File: config.mk
export PLATFORM = sky130hd
export DESIGN_NAME = mult_share_arbiter
export DESIGN_NICKNAME = d
export VERILOG_FILES = /design/src/rtl/mult_share_arbiter.sv
export SDC_FILE = /design/constraint.sdc
export NUM_CORES = 1
export LEC_CHECK = 0
export CAP_MARGIN = 20
export CORE_ASPECT_RATIO = 2
export CORE_MARGIN = 8
export CORE_UTILIZATION = 43
export DETAILED_ROUTE_END_ITERATION = 8
export PLACE_DENSITY_LB_ADDON = 0.3
export SLEW_MARGIN = 20
export SYNTH_ARGS = -nofsm -noshare
export SYNTH_HDL_FRONTEND = slang
export SYNTH_SLANG_ARGS = --single-unit
File: constraint.sdc
create_clock -name clk -period 2.8 [get_ports clk]
set_clock_uncertainty 0.05 [all_clocks]
set_input_delay 0.28 -clock clk [delete_from_list [all_inputs] [get_ports clk]]
set_output_delay 0.28 -clock clk [all_outputs]
set_load 0.01 [all_outputs]
File: src/rtl/mult_share_arbiter.sv
// Round-robin arbiter/sequencer sharing one sequential multiplier between two
// requesters: latches operands, pulses start, waits for finish or timeout, returns the result.
module mult_share_arbiter #(
    parameter int WIDTH          = 16,
    parameter int TIMEOUT_CYCLES = 255
) (
    input  logic             clk,
    input  logic             nRST,
    input  logic             req0,
    input  logic [WIDTH-1:0] a0,
    input  logic [WIDTH-1:0] b0,
    input  logic             req1,
    input  logic [WIDTH-1:0] a1,
    input  logic [WIDTH-1:0] b1,
    output logic             gnt0,
    output logic             gnt1,
    output logic             done0,
    output logic             done1,
    output logic [WIDTH-1:0] result,
    output logic             err,
    output logic [WIDTH-1:0] mult_in1,
    output logic [WIDTH-1:0] mult_in2,
    output logic             mult_start,
    input  logic [WIDTH-1:0] mult_out,
    input  logic             mult_finish
);

    typedef enum logic [1:0] {IDLE, ISSUE, WAIT, RESP} state_e;

    state_e           state_q, state_d;
    logic [7:0]       cnt_q, cnt_d;
    logic             last_q, last_d;
    logic             gnt0_q, gnt0_d, gnt1_q, gnt1_d;
    logic             done0_q, done0_d, done1_q, done1_d;
    logic [WIDTH-1:0] result_q, result_d;
    logic             err_q, err_d;
    logic [WIDTH-1:0] in1_q, in1_d, in2_q, in2_d;
    logic             start_q, start_d;

    logic any_req;
    logic win1;
    logic timeout_hit;

    // Port 1 wins when it is alone, or on a tie when port 0 was served last.
    assign any_req     = req0 | req1;
    assign win1        = req1 & (~req0 | ~last_q);
    assign timeout_hit = (cnt_q == 8'(TIMEOUT_CYCLES - 1));

    always_ff @(posedge clk or negedge nRST) begin
        if (!nRST) begin
            state_q  <= IDLE;
            cnt_q    <= '0;
            last_q   <= 1'b1;
            gnt0_q   <= 1'b0;
            gnt1_q   <= 1'b0;
            done0_q  <= 1'b0;
            done1_q  <= 1'b0;
            result_q <= '0;
            err_q    <= 1'b0;
            in1_q    <= '0;
            in2_q    <= '0;
            start_q  <= 1'b0;
        end else begin
            state_q  <= state_d;
            cnt_q    <= cnt_d;
            last_q   <= last_d;
            gnt0_q   <= gnt0_d;
            gnt1_q   <= gnt1_d;
            done0_q  <= done0_d;
            done1_q  <= done1_d;
            result_q <= result_d;
            err_q    <= err_d;
            in1_q    <= in1_d;
            in2_q    <= in2_d;
            start_q  <= start_d;
        end
    end

    always_comb begin
        state_d = state_q;
        unique case (state_q)
            IDLE:  if (any_req) state_d = ISSUE;
            ISSUE: state_d = WAIT;
            WAIT:  if (mult_finish || timeout_hit) state_d = RESP;
            RESP:  state_d = IDLE;
            default: state_d = IDLE;
        endcase
    end

    always_comb begin
        cnt_d    = cnt_q;
        last_d   = last_q;
        gnt0_d   = gnt0_q;
        gnt1_d   = gnt1_q;
        done0_d  = 1'b0;
        done1_d  = 1'b0;
        result_d = result_q;
        err_d    = err_q;
        in1_d    = in1_q;
        in2_d    = in2_q;
        start_d  = 1'b0;
        unique case (state_q)
            IDLE: begin
                if (any_req) begin
                    in1_d   = win1 ? a1 : a0;
                    in2_d   = win1 ? b1 : b0;
                    gnt0_d  = ~win1;
                    gnt1_d  = win1;
                    cnt_d   = '0;
                    start_d = 1'b1;
                end
            end
            ISSUE: ;
            WAIT: begin
                cnt_d = cnt_q + 8'd1;
                // Finish beats timeout when both land in the same cycle.
                if (mult_finish) begin
                    result_d = mult_out;
                    err_d    = 1'b0;
                    done0_d  = gnt0_q;
                    done1_d  = gnt1_q;
                end else if (timeout_hit) begin
                    result_d = '0;
                    err_d    = 1'b1;
                    done0_d  = gnt0_q;
                    done1_d  = gnt1_q;
                end
            end
            RESP: begin
                last_d = gnt1_q;
                gnt0_d = 1'b0;
                gnt1_d = 1'b0;
            end
            default: ;
        endcase
    end

    assign gnt0       = gnt0_q;
    assign gnt1       = gnt1_q;
    assign done0      = done0_q;
    assign done1      = done1_q;
    assign result     = result_q;
    assign err        = err_q;
    assign mult_in1   = in1_q;
    assign mult_in2   = in2_q;
    assign mult_start = start_q;

endmodule

# [Yosys cells after proc, flatten, opt, wreduce, memory -nomap -nowiden]
# Index checks and enable logic that the tools add are counted.
[classes] n_addsub=1 eq_ne=6 n_mux=23 n_bitwise=6 reduce_logical=10
[ops] cell="$mux 16" n=4
[ops] cell="$pmux 8 s2" n=1
[ops] cell="$mux 1" n=12
[ops] cell="$reduce_and 2->1" n=5
[ops] cell="$add 8x1->8 const B" n=1
[ops] cell="$eq 8x8->1 const B" n=1
[ops] cell="$mux 8" n=1
[ops] cell="$pmux 2 s4" n=1
[ops] cell="$reduce_bool 2->1" n=3
[ops] cell="$eq 2x2->1 const B" n=2
[ops] cell="$mux 2" n=2
[ops] cell="$ne 2x2->1 const B" n=2
[ops] cell="$pmux 1 s2" n=2
[ops] cell="$not 1->1" n=3
[ops] cell="$eq 2x1->1 const B" n=1
[ops] cell="$logic_not 2->1" n=1
[ops] cell="$or 1x1->1" n=2
[ops] cell="$and 1x1->1" n=1
[ops] cell="$logic_or 1x1->1" n=1
[word_totals] register_bits=65 in_bits=85 out_inout_bits=54 word_cells=58

# [Longest topological paths before layout]
[logic_depth] word_depth=6 depth_mapped=7 ltp_nobuf=6

# [Worst setup path before layout]
# OpenSTA, ideal clock, no wires.
[synth_path] kind="flip-flop to flip-flop" from="reg state_q[0]" to="reg cnt_q[6]" setup_time_ps=78 arrival_time_ps=1651 required_time_ps=2672 setup_slack_ps=1021 path_stages_with_launch=8 path_buffers=1 synth_period_minus_slack_ps=1779 path_cell_list="dfrtp_1 > inv_1 > ha_1 > clkbuf_2 > nor2_2 > or3_4 > or3_1 > a21oi_1"
[synth_via] elab_chain_len=3 elab_cells_between_ends=6 cone_classes="eq/ne: 2; mux: 1; reduce/logical: 3"
[synth_lines] element="start, declared" line_no="30" text="state_e state_q, state_d;"
[synth_lines] element="start signal, assigned" line_no="64" text="state_q <= state_d;"
[synth_lines] element="$eq 2x2->1 or $logic_not 2->1 (tied branches)" line_no="102" text="unique case (state_q)"
[synth_lines] element="$reduce_bool 2->1 (no line) or $ne 2x2->1 (tied branches)"
[synth_lines] element="$reduce_and 2->1 (no line)"
[synth_lines] element="end signal, assigned" line_no="65" text="cnt_q <= cnt_d;"
[synth_lines] element="end, declared" line_no="31" text="logic [7:0] cnt_q, cnt_d;"
# Parallel ways exist; a longest one is shown, timed or not.
# A chain may end at the register's enable or synchronous reset.

# [Worst setup path after layout]
[layout_path] from="reg state_q[0]" to="reg in1_q[1] (netlist: mult_in1[1])"
[layout_via] elab_chain_len=2
[layout_lines] element="$logic_not 2->1" line_no="102"
[layout_lines] element="$reduce_and 2->1 (no line)"
[layout_lines] element="end signal, assigned" line_no="73" text="in1_q <= in1_d;"
[layout_lines] element="end, declared" line_no="37" text="logic [WIDTH-1:0] in1_q, in1_d, in2_q, in2_d;"
# No other way between the ends.

==> flow_results.org <==
** Synthesis
- Synthesis warning total :: 0
- By area, the combinational part of the netlist is dominated by compound AO/OA/AOI/OAI gates.
- After synthesis, the largest area contributor takes up around 60% of total cell area.
- Number of nets produced by synthesis :: 320
- Fraction of the mapped netlist area in compound gates :: a little over a fifth
- The most used flip-flop cell after synthesis is dfrtp_1.
- Cell variety after synth :: 30
- Counting instances in the post-synthesis netlist gives the leading cell types as dfrtp_1 (64), inv_1 (40), a222oi_1 (32).
- Most frequent cell after synthesis :: dfrtp_1
- Of all cell types, the one taking the most synthesized area is dfrtp_1.
- Adder and majority gate portion of the synthesized area :: about 2.8%
- In the synthesized netlist, the number of instances is approximately 230.
- Number of synthesized register bits :: 65
- The synthesized netlist occupies a cell area of 2690 sq um.
- Post-synth EDFFs :: 0
- Proportion of synthesized chip area in sequential cells :: about three fifths
- Post-synthesis xor/xnor area fraction :: 1.63%
- Cells taking the most area after synthesis :: dfrtp_1 (60%), a222oi_1 (12%), inv_1 (5.6%)
- After synthesis, the share of cell area in mux cells is 0.418%.
- Of all flip-flops after synthesis, the portion carrying an async set or reset was between 90% and 100%.
- The synthesized netlist devotes 5.95% of its cell area to simple gates.
- In this run the mean area of a mapped cell was approximately 12 sq um.

** Layout
- Final net count :: about 460
- Fill cell count :: roughly 460
- Fraction of final layout cells with drive strength greater than 1 :: roughly 7.7%
- Relative to the synthesized area, the layout overhead comes to 66.7%.
- 0 antenna diodes ended up in the layout.
- Cell area after layout :: around 4500 sq um

** Worst setup path
- The worst register-to-register path has a depth of 7.
- Max stage delay on crit path :: approximately 0.50 ns
- Cell with the largest stage delay on the worst path :: a21oi_2
- Of all nets on the critical path, the largest fanout is 20.
- Worst reg2reg endpoint :: mult_in1[1]
- Capturing element of the worst setup path :: mult_in1[1]
- Launch point of the critical path :: state_q[0]
- Worst endpoint required time :: ~3.0 ns
- Arr. time, crit path :: 2.34 ns
- Kind of launch point of the worst setup path :: register
- Worst R2R Setup Slack :: around 0.67 ns
- Category of the worst setup path capture point :: register
- In this design, the critical path's most frequently occurring cell is inv_1.
- Launching point of the worst reg2reg path :: state_q[0]
- The critical path is of the register to register type.
- List of cells traversed by the critical path :: inv_1, ha_1, nand2_1, a21oi_2, buf_4, a222oi_1, inv_1

** STA
- Setup repair after global routing left no endpoint under its margin.
- The max-slew violation count is 0.
- The final critical path takes up about three quarters of the cycle.
- The clock period could shrink to ~2.1 ns.
- Number of hold violations in the final report :: 0
- Tightest Pin Transition :: approximately 0.73 ns
- The worst pin sits at a relative slew slack of between 50 and 60%.
- Static timing analysis puts the maximum clock frequency at 469 MHz.
- In the final timing run, aggregate negative setup slack is 0 ns.
- Final setup violation count :: 0

** Global routing
- Global routing finished with a remaining overflow of 0.
- Global-route wire length before repair :: between 10000 and 15000 um
- Entering global routing, the biggest net connects slightly below 50 pins.
- The initial antenna violation count is 0.
- For this run, the total global-route usage over all layers was measured as a little under a fifth.
- The number of global-route vias before repair is 2638.

** Clock tree
- Buffers inserted during clock tree synthesis total 9.
- Source-to-sink clock delay at the later pin of the worst-skew pair :: roughly 0.32 ns
- Clock-pin slew on the worst setup and hold paths :: around 0.05 ns
- The clock net in this run drives a total of 65 sinks.
- H-tree levels :: 3
- CTS placed an instance of clkbuf_16 at the clock tree root.
- The clock passes through at most 2 buffers.
- TritonCTS clock tree :: yes

** Drt
- In the final routed layout, each cell accounts on average for 17.6 um.
- Highest layer used for signal routing :: met4
- For this run, the detailed router's first-pass iteration total came to 6.
- Drt first-iter violations :: around 290
- After detailed routing, the number of vias per cell comes to between 5 and 6.
- DR WL met2 :: roughly 3900 um
- Total via count after detailed routing :: around 2400
- Detailed-route wire length :: slightly above 8000 um
- Met3 WL post-DR :: 856 um
- After detailed routing, the number of remaining DRC violations is 0.
- Number of nets with antenna violations after routing :: 0
- For this block, wires on met1 add up to approximately 3300 um.

** Run status
- The run finished with clean final reports.

** Floorplan
- Vert. Die Dim :: 128 um
- The initialized floorplan defines 41 standard-cell rows.
- The floorplan step defined a die boundary enclosing just over 9000 sq um.
- around 140 I/O pins were placed.
- Area of the placeable core :: just over 6000 sq um
- For this configuration, the core starts out at a cell density of between 40 and 50%.
- Die extent in x :: approximately 72 um

** Power
- Power density cells :: just over 1000 nW/um^2
- The clock network accounts for approximately 24% of the total power.
- Part of the total power dissipated in sequential elements :: about a third
- Internal cell power :: around 3.2 mW
- Summed over all cells, the static leakage comes to just over 2 nW.
- Net Sw Frac :: around a third
- For this design the total switching power over the nets is ~1.5 mW.
- Per report_power, the combinational group accounts for between 40% and 50% of the total.
- VDD sags by at most 0.753 mV.

** Min path
- Hold Path Class :: register to register
- Count of cells along the worst hold path :: 2

** Placed design
- After legalization and detailed placement, the total HPWL measured between 6000 and 7000 um.
- Post-place instance area :: 4170 sq um
- At the end of routability-driven placement, the weighted congestion stood at around 0.79.
- Number of input and output port buffers inserted :: between 100 and 150

** Job
- The tool flagged a number of max-cap violations equal to 0.
-- timing repair --
action                                 in CTS  in global routing
hold buffers                                0                  1
endpoints found under the hold margin       0                 46
gates resized for setup                     0                  0
buffers inserted                            0                  0
-- critical path: cells and delay by family (launching register included) --
family                     cells  cell delay (ns)
and+or+nand+nor                1             0.10
DFF                            1             0.40
AOI/OAI and AO/OA              2             0.65
adders and majority gates      1             0.30
buffers and inverters          3             0.55
-- cells in the final DEF (no fill, tap or decap), drive strengths merged, types with 3 or more instances in the layout --
master,netlist,routed
clkdlybuf4s50,0,137
dfrtp,64,64
inv,40,40
a222oi,32,32
a22o,16,16
clkbuf,10,14
nor2,11,11
o21ai,10,10
nand2,7,7
ha,6,6
buf,4,6
a21oi,6,6
xnor2,4,4
nand3,3,3
-- cell type report --
cell class / count / area, sq um / share of cell area, %
Inverter: 40 / 150 / 3.35
Tap cell: 86 / 108 / 2.40
Clock buffer: 14 / 274 / 6.11
Timing Repair Buffer: 144 / 1430 / 31.8
Clock inverter: 2 / 35.0 / 0.781
Sequential cell: 65 / 1630 / 36.3
Multi-Input combinational cell: 110 / 866 / 19.3
-- state kept, by name (all words and copies together), names as in the netlist --
| signal | flops |
|---|---|
| done1 | 1 |
| err | 1 |
| last_q | 1 |
| cnt_q | 8 |
| state_q | 2 |
| result | 16 |
| gnt0 | 1 |
| done0 | 1 |
| mult_start | 1 |
| gnt1 | 1 |
| mult_in2 | 16 |
| mult_in1 | 16 |
-- power groups by stage --
stage          clock network, mW  registers (mW)  logic, mW
6_report                    1.13            1.57       1.96
5_1_grt                     1.19            1.61       2.16
4_1_cts                     1.15            1.57       1.99
3_5_place_dp                   0            1.57       1.97
3_3_place_gp                   0            1.55       1.91
2_1_floorplan                  0            1.71      0.754
-- cell families (layout without fill, tap and decap cells) --
kind of cell,count (synthesis),after routing
flip-flops,65,65
multiplexers,1,1
AO/OA/AOI/OAI,66,66
buffers and inverters,54,200
XOR/XNOR,5,5
adder cells (fa/ha/maj),6,6
AND/OR/NAND/NOR,32,32
-- worst min-delay path by stage --
stage / start / to / slack (ns)
floorplan: nRST / cnt_q[0] / -0.07
detailed placement: mult_in2[7] / mult_in2[7] / 0.42
global route: result[1] / result[1] / 0.47
global placement: mult_in2[10] / mult_in2[10] / 0.42
CTS: nRST / result[2] / 0.13
finish: mult_in2[12] / mult_in2[12] / 0.44
-- per-stage QoR --
stage	setup slack (ns)	utilization, %	power [mW]	hold slack [ns]	std cells
floorplan	1.02	-	2.47	-0.0656	229
global placement	0.745	67.1	3.46	0.421	444
detailed placement	0.607	67.1	3.54	0.424	444
CTS	0.641	72.1	4.71	0.127	460
global route	0.489	72.3	4.96	0.466	461
finish	0.667	72.3	4.65	0.442	461
-- layer usage --
metal / track usage (%) / up-vias
met5: 0 / -
li1: - / 1122
met4: 6.42 / 0
met2: 28.9 / 126
met1: 21.8 / 1169
met3: 7.60 / 6
Note: power is estimated with default switching activity, not from simulation.
